**src/rtl/maze_player_ctrl_if.sv**
```systemverilog
// maze_player_ctrl_if: shared map-wall ROM lookup port.
// master = requester (player controller), slave = ROM side.
// map_wall is valid the cycle after map_rd_en.
interface maze_player_ctrl_if;
  logic       map_rd_en;
  logic [5:0] map_rd_x;
  logic [5:0] map_rd_y;
  logic       map_wall;

  modport master (output map_rd_en, output map_rd_x, output map_rd_y, input map_wall);
  modport slave  (input map_rd_en, input map_rd_x, input map_rd_y, output map_wall);
endinterface

```
**src/rtl/maze_player_ctrl.sv**
```systemverilog
// maze_player_ctrl: game sequencer and player-movement controller.
// Owns the game state, the 4x4 player position on the 40x40 grid and the
// per-stage countdown; validates moves by probing the four leading-edge
// cells through the shared map-wall ROM port.
// Optional feature macro: STEP_CNT_EN (successful-move counter on step_cnt).
module maze_player_ctrl #(
  parameter int MAP_W      = 40,
  parameter int MAP_H      = 40,
  parameter int PLAYER_SZ  = 4,
  parameter int START_X    = 0,
  parameter int START_Y    = 18,
  parameter int EXIT_X     = 36,
  parameter int TIME_LIMIT = 60
) (
  input  logic                       clk,
  input  logic                       rst_n,
  input  logic                       btn_start,
  input  logic                       btn_staff,
  input  logic [3:0]                 move_req,
  input  logic                       tick_1hz,
  maze_player_ctrl_if.master         map,
  output logic [1:0]                 map_sel,
  output logic [3:0]                 state,
  output logic [5:0]                 player_x,
  output logic [5:0]                 player_y,
  output logic [6:0]                 time_left,
  output logic                       busy,
  output logic [9:0]                 step_cnt
);

  typedef enum logic [3:0] {
    TITLE = 4'd0, STAFF = 4'd1, STAGE1 = 4'd2, SUCCESS1 = 4'd3, STAGE2 = 4'd4,
    SUCCESS2 = 4'd5, STAGE3 = 4'd6, SUCCESS3 = 4'd7, FAIL = 4'd8
  } game_t;

  typedef enum logic [1:0] {IDLE, PROBE, COMMIT, CHECK} mover_t;
  typedef enum logic [1:0] {D_UP, D_DOWN, D_LEFT, D_RIGHT} dir_t;

  game_t      r_game, w_game_nxt;
  mover_t     r_mover, w_mover_nxt;
  dir_t       r_dir, w_dir_sel;
  logic [1:0] r_k;
  logic       r_hit;
  logic [5:0] r_px, r_py;
  logic [6:0] r_time;
  logic [1:0] r_map_sel;
  logic       w_in_stage, w_enter, w_abort, w_accept, w_commit, w_oob;
  logic [6:0] w_x_far, w_y_far;

  assign w_in_stage = (r_game == STAGE1) || (r_game == STAGE2) || (r_game == STAGE3);
  assign w_enter    = (w_game_nxt != r_game) &&
                      ((w_game_nxt == STAGE1) || (w_game_nxt == STAGE2) || (w_game_nxt == STAGE3));
  // Any game transition out of a stage kills an in-flight move.
  assign w_abort    = (w_game_nxt != r_game);
  assign w_x_far    = {1'b0, r_px} + 7'(PLAYER_SZ);
  assign w_y_far    = {1'b0, r_py} + 7'(PLAYER_SZ);

  // Game sequencer next state (exit has priority over timeout).
  always_comb begin
    w_game_nxt = r_game;
    case (r_game)
      TITLE:    if (btn_start) w_game_nxt = STAGE1;
                else if (btn_staff) w_game_nxt = STAFF;
      STAFF:    if (btn_start) w_game_nxt = TITLE;
      STAGE1:   if (r_px == 6'(EXIT_X)) w_game_nxt = SUCCESS1;
                else if (r_time == '0) w_game_nxt = FAIL;
      STAGE2:   if (r_px == 6'(EXIT_X)) w_game_nxt = SUCCESS2;
                else if (r_time == '0) w_game_nxt = FAIL;
      STAGE3:   if (r_px == 6'(EXIT_X)) w_game_nxt = SUCCESS3;
                else if (r_time == '0) w_game_nxt = FAIL;
      SUCCESS1: if (btn_start) w_game_nxt = STAGE2;
      SUCCESS2: if (btn_start) w_game_nxt = STAGE3;
      SUCCESS3: if (btn_start) w_game_nxt = TITLE;
      FAIL:     if (btn_start) w_game_nxt = TITLE;
      default:  w_game_nxt = TITLE;
    endcase
  end

  // Request direction priority and bounds check on the current position.
  always_comb begin
    w_dir_sel = D_RIGHT;
    if (move_req[3])      w_dir_sel = D_UP;
    else if (move_req[2]) w_dir_sel = D_DOWN;
    else if (move_req[1]) w_dir_sel = D_LEFT;
    w_oob = 1'b0;
    case (w_dir_sel)
      D_UP:    w_oob = (r_py == '0);
      D_DOWN:  w_oob = (w_y_far >= 7'(MAP_H));
      D_LEFT:  w_oob = (r_px == '0);
      D_RIGHT: w_oob = (w_x_far >= 7'(MAP_W));
      default: w_oob = 1'b0;
    endcase
  end

  // Mover next state: PROBE issues 4 lookups, COMMIT takes the last wall bit,
  // CHECK is the single busy cycle of an out-of-bounds rejection.
  always_comb begin
    w_mover_nxt = r_mover;
    w_accept    = 1'b0;
    w_commit    = 1'b0;
    case (r_mover)
      IDLE: if (w_in_stage && (move_req != '0)) begin
              w_accept    = 1'b1;
              w_mover_nxt = w_oob ? CHECK : PROBE;
            end
      PROBE:  if (r_k == 2'd3) w_mover_nxt = COMMIT;
      COMMIT: begin
                w_commit    = !(r_hit || map.map_wall);
                w_mover_nxt = IDLE;
              end
      CHECK:  w_mover_nxt = IDLE;
      default: w_mover_nxt = IDLE;
    endcase
    if (w_abort) begin
      w_mover_nxt = IDLE;
      w_accept    = 1'b0;
      w_commit    = 1'b0;
    end
  end

  // Game state register.
  always_ff @(posedge clk or negedge rst_n) begin
    if (!rst_n) r_game <= TITLE;
    else        r_game <= w_game_nxt;
  end

  // Mover state register.
  always_ff @(posedge clk or negedge rst_n) begin
    if (!rst_n) r_mover <= IDLE;
    else        r_mover <= w_mover_nxt;
  end

  // Position, timer, map select and probe bookkeeping.
  always_ff @(posedge clk or negedge rst_n) begin
    if (!rst_n) begin
      r_px      <= 6'(START_X);
      r_py      <= 6'(START_Y);
      r_time    <= 7'(TIME_LIMIT);
      r_map_sel <= '0;
      r_dir     <= D_UP;
      r_k       <= '0;
      r_hit     <= 1'b0;
    end else begin
      if (w_enter) begin
        r_px      <= 6'(START_X);
        r_py      <= 6'(START_Y);
        r_time    <= 7'(TIME_LIMIT);
        r_map_sel <= (w_game_nxt == STAGE1) ? 2'd0 : (w_game_nxt == STAGE2) ? 2'd1 : 2'd2;
      end else begin
        if (w_commit) begin
          case (r_dir)
            D_UP:    r_py <= r_py - 6'd1;
            D_DOWN:  r_py <= r_py + 6'd1;
            D_LEFT:  r_px <= r_px - 6'd1;
            default: r_px <= r_px + 6'd1;
          endcase
        end
        if (w_in_stage && tick_1hz && (r_time != '0)) r_time <= r_time - 7'd1;
      end
      if (w_accept) begin
        r_dir <= w_dir_sel;
        r_k   <= '0;
        r_hit <= 1'b0;
      end else if (r_mover == PROBE) begin
        // wall data lags the strobe by one cycle, so lookup k-1 lands while k is issued
        r_k   <= r_k + 2'd1;
        r_hit <= r_hit || ((r_k != '0) && map.map_wall);
      end
    end
  end

  // Leading-edge lookup address for the current probe index.
  always_comb begin
    map.map_rd_en = (r_mover == PROBE);
    map.map_rd_x  = '0;
    map.map_rd_y  = '0;
    if (r_mover == PROBE) begin
      case (r_dir)
        D_UP:    begin map.map_rd_x = r_px + {4'd0, r_k}; map.map_rd_y = r_py - 6'd1; end
        D_DOWN:  begin map.map_rd_x = r_px + {4'd0, r_k}; map.map_rd_y = w_y_far[5:0]; end
        D_LEFT:  begin map.map_rd_x = r_px - 6'd1;        map.map_rd_y = r_py + {4'd0, r_k}; end
        default: begin map.map_rd_x = w_x_far[5:0];       map.map_rd_y = r_py + {4'd0, r_k}; end
      endcase
    end
  end

`ifdef STEP_CNT_EN
  logic [9:0] r_steps;

  // Successful-move counter, saturating, cleared on stage entry.
  always_ff @(posedge clk or negedge rst_n) begin
    if (!rst_n)                         r_steps <= '0;
    else if (w_enter)                   r_steps <= '0;
    else if (w_commit && r_steps != '1) r_steps <= r_steps + 10'd1;
  end

  assign step_cnt = r_steps;
`else
  assign step_cnt = '0;
`endif

  assign state     = r_game;
  assign player_x  = r_px;
  assign player_y  = r_py;
  assign time_left = r_time;
  assign map_sel   = r_map_sel;
  assign busy      = (r_mover != IDLE);

endmodule

```
**src/flat_wrapper.sv**
```systemverilog
// flat-port wrapper written by rule: the top's interface ports become plain ports
module maze_player_ctrl_flat 
#(
  parameter int MAP_W      = 40,
  parameter int MAP_H      = 40,
  parameter int PLAYER_SZ  = 4,
  parameter int START_X    = 0,
  parameter int START_Y    = 18,
  parameter int EXIT_X     = 36,
  parameter int TIME_LIMIT = 60
)
  (clk, rst_n, btn_start, btn_staff, move_req, tick_1hz, map_sel, state, player_x, player_y, time_left, busy, step_cnt, map_map_rd_en, map_map_rd_x, map_map_rd_y, map_map_wall);
  maze_player_ctrl_if map_i ();
  input  logic clk;
  input  logic rst_n;
  input  logic btn_start;
  input  logic btn_staff;
  input  logic [3:0] move_req;
  input  logic tick_1hz;
  output logic [1:0] map_sel;
  output logic [3:0] state;
  output logic [5:0] player_x;
  output logic [5:0] player_y;
  output logic [6:0] time_left;
  output logic busy;
  output logic [9:0] step_cnt;
  output wire logic [$bits(map_i.map_rd_en)-1:0] map_map_rd_en;
  output wire logic [$bits(map_i.map_rd_x)-1:0] map_map_rd_x;
  output wire logic [$bits(map_i.map_rd_y)-1:0] map_map_rd_y;
  input wire logic [$bits(map_i.map_wall)-1:0] map_map_wall;
  assign map_map_rd_en = map_i.map_rd_en;
  assign map_map_rd_x = map_i.map_rd_x;
  assign map_map_rd_y = map_i.map_rd_y;
  assign map_i.map_wall = map_map_wall;
  maze_player_ctrl #(.MAP_W(MAP_W), .MAP_H(MAP_H), .PLAYER_SZ(PLAYER_SZ), .START_X(START_X), .START_Y(START_Y), .EXIT_X(EXIT_X), .TIME_LIMIT(TIME_LIMIT)) u_core (.clk(clk), .rst_n(rst_n), .btn_start(btn_start), .btn_staff(btn_staff), .move_req(move_req), .tick_1hz(tick_1hz), .map(map_i), .map_sel(map_sel), .state(state), .player_x(player_x), .player_y(player_y), .time_left(time_left), .busy(busy), .step_cnt(step_cnt));
endmodule
```
**config.mk**
```make
export PLATFORM = sky130hd
export DESIGN_NAME = maze_player_ctrl_flat
export DESIGN_NICKNAME = d
export VERILOG_FILES = /design/src/rtl/maze_player_ctrl_if.sv /design/src/rtl/maze_player_ctrl.sv /design/src/flat_wrapper.sv
export SDC_FILE = /design/constraint.sdc
export NUM_CORES = 1
export LEC_CHECK = 0
export CORE_MARGIN = 10
export CORE_UTILIZATION = 42
export CTS_CLUSTER_SIZE = 25
export DETAILED_ROUTE_END_ITERATION = 8
export MAX_ROUTING_LAYER = met4
export PLACE_DENSITY = 0.79
export REMOVE_ABC_BUFFERS = 1
export SLEW_MARGIN = 15
export SYNTH_ARGS = -nofsm -noshare
export SYNTH_HDL_FRONTEND = slang
export SYNTH_SLANG_ARGS = --single-unit
```
**constraint.sdc**
```tcl
create_clock -name clk -period 6.3 [get_ports clk]
set_input_delay 1.575 -clock clk [delete_from_list [all_inputs] [get_ports clk]]
set_output_delay 1.575 -clock clk [all_outputs]
set_load 0.01 [all_outputs]
```
==> results by group <==
Cells and area
  – Share of cells above drive strength 1: 0.06460
  – Post-route cell area: 3432 um2
  – Fin util: 0.5080
  – Antenna cells: 0
  – Final std cells w/o fill: 467
  – Filler Cells Inserted: 655
  – Area Overhead vs Synth: 18.64%
  – Nets: 417

Clocking
  – Hold buffers post-CTS: 0
  – Post_cts resized: 0
  – Max Root-Sink Buffers: 2
  – CTS clock-pin slew for the worst setup and hold paths: 0.07 ns
  – Clock Sinks: 32
  – Post-CTS setup buffers: 0
  – CTS tree: yes
  – H-Tree Depth: 2
  – Clk Tree Root Cell: clkbuf_8
  – Clock Latency Late Sink: 0.28 ns
  – Total CTS buffers: 5

Routing
  – DRC viols: 0
  – Vias per inst: 5.606
  – DRT Wirelength: 7467 um
  – Routed Antenna Nets: 0
  – Detailed Routing Iterations Pass 1: 4
  – Vias post-DR: 2618
  – Wirelength per Cell: 15.99 um
  – Initial drt markers: 147

Global routing
  – Number of antenna violations at the first check in global routing: 0
  – Global-route wire length before repair: 11850 um
  – Grt total ovfl: 0
  – Largest net degree at the start of global routing: 33
  – Vias in the first global route: 2460
  – Tot GR Track Use: 0.1420

Worst setup path
  – Register-to-register setup slack: 3.70 ns
  – Worst Path Required: 4.72 ns
  – CP max FO: 26
  – Reg2reg end: u_core.r_dir[1]$_DFFE_PN0P_
  – Setup crit end kind: output port
  – Critical path startpoint category: flip-flop
  – Critical path class: flip-flop to output port
  – Worst r2r src: u_core.time_left[0]$_DFFE_PN0P_
  – Cell depth of the worst flop-to-flop path: 7
  – Crit path DAT: 2.66 ns

Power
  – Total power: 1.380 mW
  – Worst vdd ir: 0.2485 mV
  – Psw: 606.9 uW
  – Power per standard cell area: 402.1 nW/um2
  – Switching Share: 0.4397
  – Int Pwr: 773.2 uW
  – LEAKAGE: 1.383 nW
  – Flop pwr share: 0.295
  – Clk network pwr share: 0.158
  – Logic pwr share: 0.547

Timing
  – Final-report hold violation count: 0
  – Worst Setup Slack, final: 2.066 ns
  – Slew Limit Fails: 0
  – Min Tclk post-route: 4.234 ns
  – Layout Skew: 0.006364 ns
  – Worst-Margin Slew: 0.7964 ns
  – Final Cycle Share: 0.6721
  – Worst hold slack: 0.4998 ns
  – RSZ-0062 raised after global routing: false
  – Setup tns final: 0 ns
  – Final setup fails: 0
  – Rel. slew slack: 0.4691
  – Fmax: 0.2362 GHz

Logic synthesis
  – Synthesized area: 2893 um2
  – Post-synth top flop: dfrtp_1
  – Largest area contributor in the netlist: dfrtp_1
  – Ranking of synthesized cells by area: dfrtp_1 (22%), ha_1 (8.2%), dfstp_2 (5.4%)
  – Mean post-synth cell area: 8.149 um2
  – Ys Warns: 0
  – Post-synth EDFFs: 0
  – Number of synthesized register bits: 32
  – Number of distinct library cells after synthesis: 57
  – Top-area cell type share of the netlist area: 0.2249
  – Ys async rst share: 1.000
  – Seq/Total Area, Yosys: 0.2794
  – Cells after synthesis: 355

Placed design
  – Number of port buffers: 48
  – Global placer's final weighted congestion: 0.9244
  – Final HPWL DP: 5576 um
  – DP Cell Count: 459
  – DP Area: 3306 um2
  – Place WS: 2.441 ns

Min path
  – Hold Path Class: flip-flop to flip-flop
  – Hold Crit Start: u_core.r_hit$_DFFE_PN0P_
  – Hold endpoint: u_core.r_hit$_DFFE_PN0P_
  – Hold depth: 1

Floorplan
  – Rows: 30
  – Vert. Die Dim: 103.0 um
  – Die Wd: 103.0 um
  – Initial Util: 0.4281
  – # IOs: 59
  – Die area: 10610 um2
  – Core area: 6756 um2

Run status
  – Status: complete, no violations

Run
  – Number of max-cap violations: 0
## layer usage
metal | GRT usage | routed length [um] | vias up
li1 | - | - | 1276
met1 | 0.1847 | 3287 | 1252
met2 | 0.2243 | 3597 | 83
met3 | 0.02346 | 531 | 7
met4 | 0.03636 | 51 | 0
met5 | - | 0 | -
## synth_stat cells (all sizes together), types with 3 or more instances
cell    instances
nor2           39
nand2          30
dfrtp          26
a21oi          21
buf            21
inv            20
ha             19
o21ai          17
xnor2          16
clkbuf         13
nand3          12
mux2i           9
nor3            9
nand2b          8
a211oi          7
a31oi           6
dfstp           6
nor4            6
o31ai           6
or4             6
xor2            6
nor2b           4
or3             4
a21boi          3
nor3b           3
o22ai           3
## registers in the layout (all words and copies together), names as in the netlist
name              flops
u_core.time_left      7
u_core.player_x       6
u_core.player_y       6
u_core.state          4
u_core.map_sel        2
u_core.r_dir          2
u_core.r_k            2
u_core.r_mover        2
u_core.r_hit          1
## layout by cell type (no fill, tap or decap), drive strengths merged, types with 3 or more instances in the layout
cell | Yosys | final
a211oi | 7 | 7
a21boi | 3 | 3
a21oi | 21 | 21
a31oi | 6 | 6
clkbuf | 13 | 7
clkdlybuf4s50 | 0 | 48
conb | 1 | 10
dfrtp | 26 | 26
dfstp | 6 | 6
ha | 19 | 19
inv | 20 | 20
mux2i | 9 | 9
nand2 | 30 | 30
nand2b | 8 | 8
nand3 | 12 | 12
nor2 | 39 | 39
nor2b | 4 | 4
nor3 | 9 | 9
nor3b | 3 | 3
nor4 | 6 | 6
o21ai | 17 | 17
o22ai | 3 | 3
o31ai | 6 | 6
or3 | 4 | 4
or4 | 6 | 6
xnor2 | 16 | 16
xor2 | 6 | 6
## cell families (layout without fill, tap and decap cells)
kind of cell / count (synthesis) / after routing / share of synthesized area
muxes: 11 / 11 / 0.03893
and+or+nand+nor: 137 / 137 / 0.2470
AOI/OAI and AO/OA: 77 / 77 / 0.1726
adders and majority gates: 21 / 21 / 0.09602
buffers and inverters: 54 / 77 / 0.09818
xor gates and xnor gates: 22 / 22 / 0.06661
other: 1 / 10 / 0.001296
DFF: 32 / 32 / 0.2794
## critical path, cell delays in order, from the launching register on
cell and delay (ns):
dfrtp_1 0.86, nor2b_1 0.48, nand3_1 0.19, o31ai_1 0.12
xnor2_1 0.09, nor2_1 0.09, clkdlybuf4s50_1 0.55
## power groups by stage
stage	Sequential (mW)	Clock, mW	Combinational, mW
final	0.408	0.218	0.755
after global routing	0.424	0.230	0.839
after CTS	0.406	0.221	0.761
after detailed placement	0.408	0	0.755
after global placement	0.405	0	0.735
after floorplan	0.390	0	0.469
## worst max-delay path by stage
stage / start / endpoint / slack [ns]
floorplan: u_core.player_y[2]$_DFFE_PN0P_ / map_map_rd_y[5] / 2.96
global placement: u_core.player_y[2]$_DFFE_PN0P_ / map_map_rd_y[5] / 2.49
detailed placement: u_core.player_y[2]$_DFFE_PN0P_ / map_map_rd_y[5] / 2.44
CTS: u_core.r_dir[1]$_DFFE_PN0P_ / map_map_rd_x[5] / 2.13
global route: u_core.r_dir[1]$_DFFE_PN0P_ / map_map_rd_x[5] / 1.90
finish: u_core.r_dir[1]$_DFFE_PN0P_ / map_map_rd_x[5] / 2.07
## final cells by class
class | count | area (um2) | share of cell area
Multi-Input combinational cell | 278 | 1834 | 0.5345
Clock inverter | 1 | 30.03 | 0.008750
Timing Repair Buffer | 49 | 488.0 | 0.1422
Sequential cell | 32 | 808.3 | 0.2355
Inverter | 20 | 75.07 | 0.02187
Clock buffer | 7 | 96.34 | 0.02807
Tap cell | 80 | 100.1 | 0.02917
No activity file was read; power rests on OpenSTA's default activity.
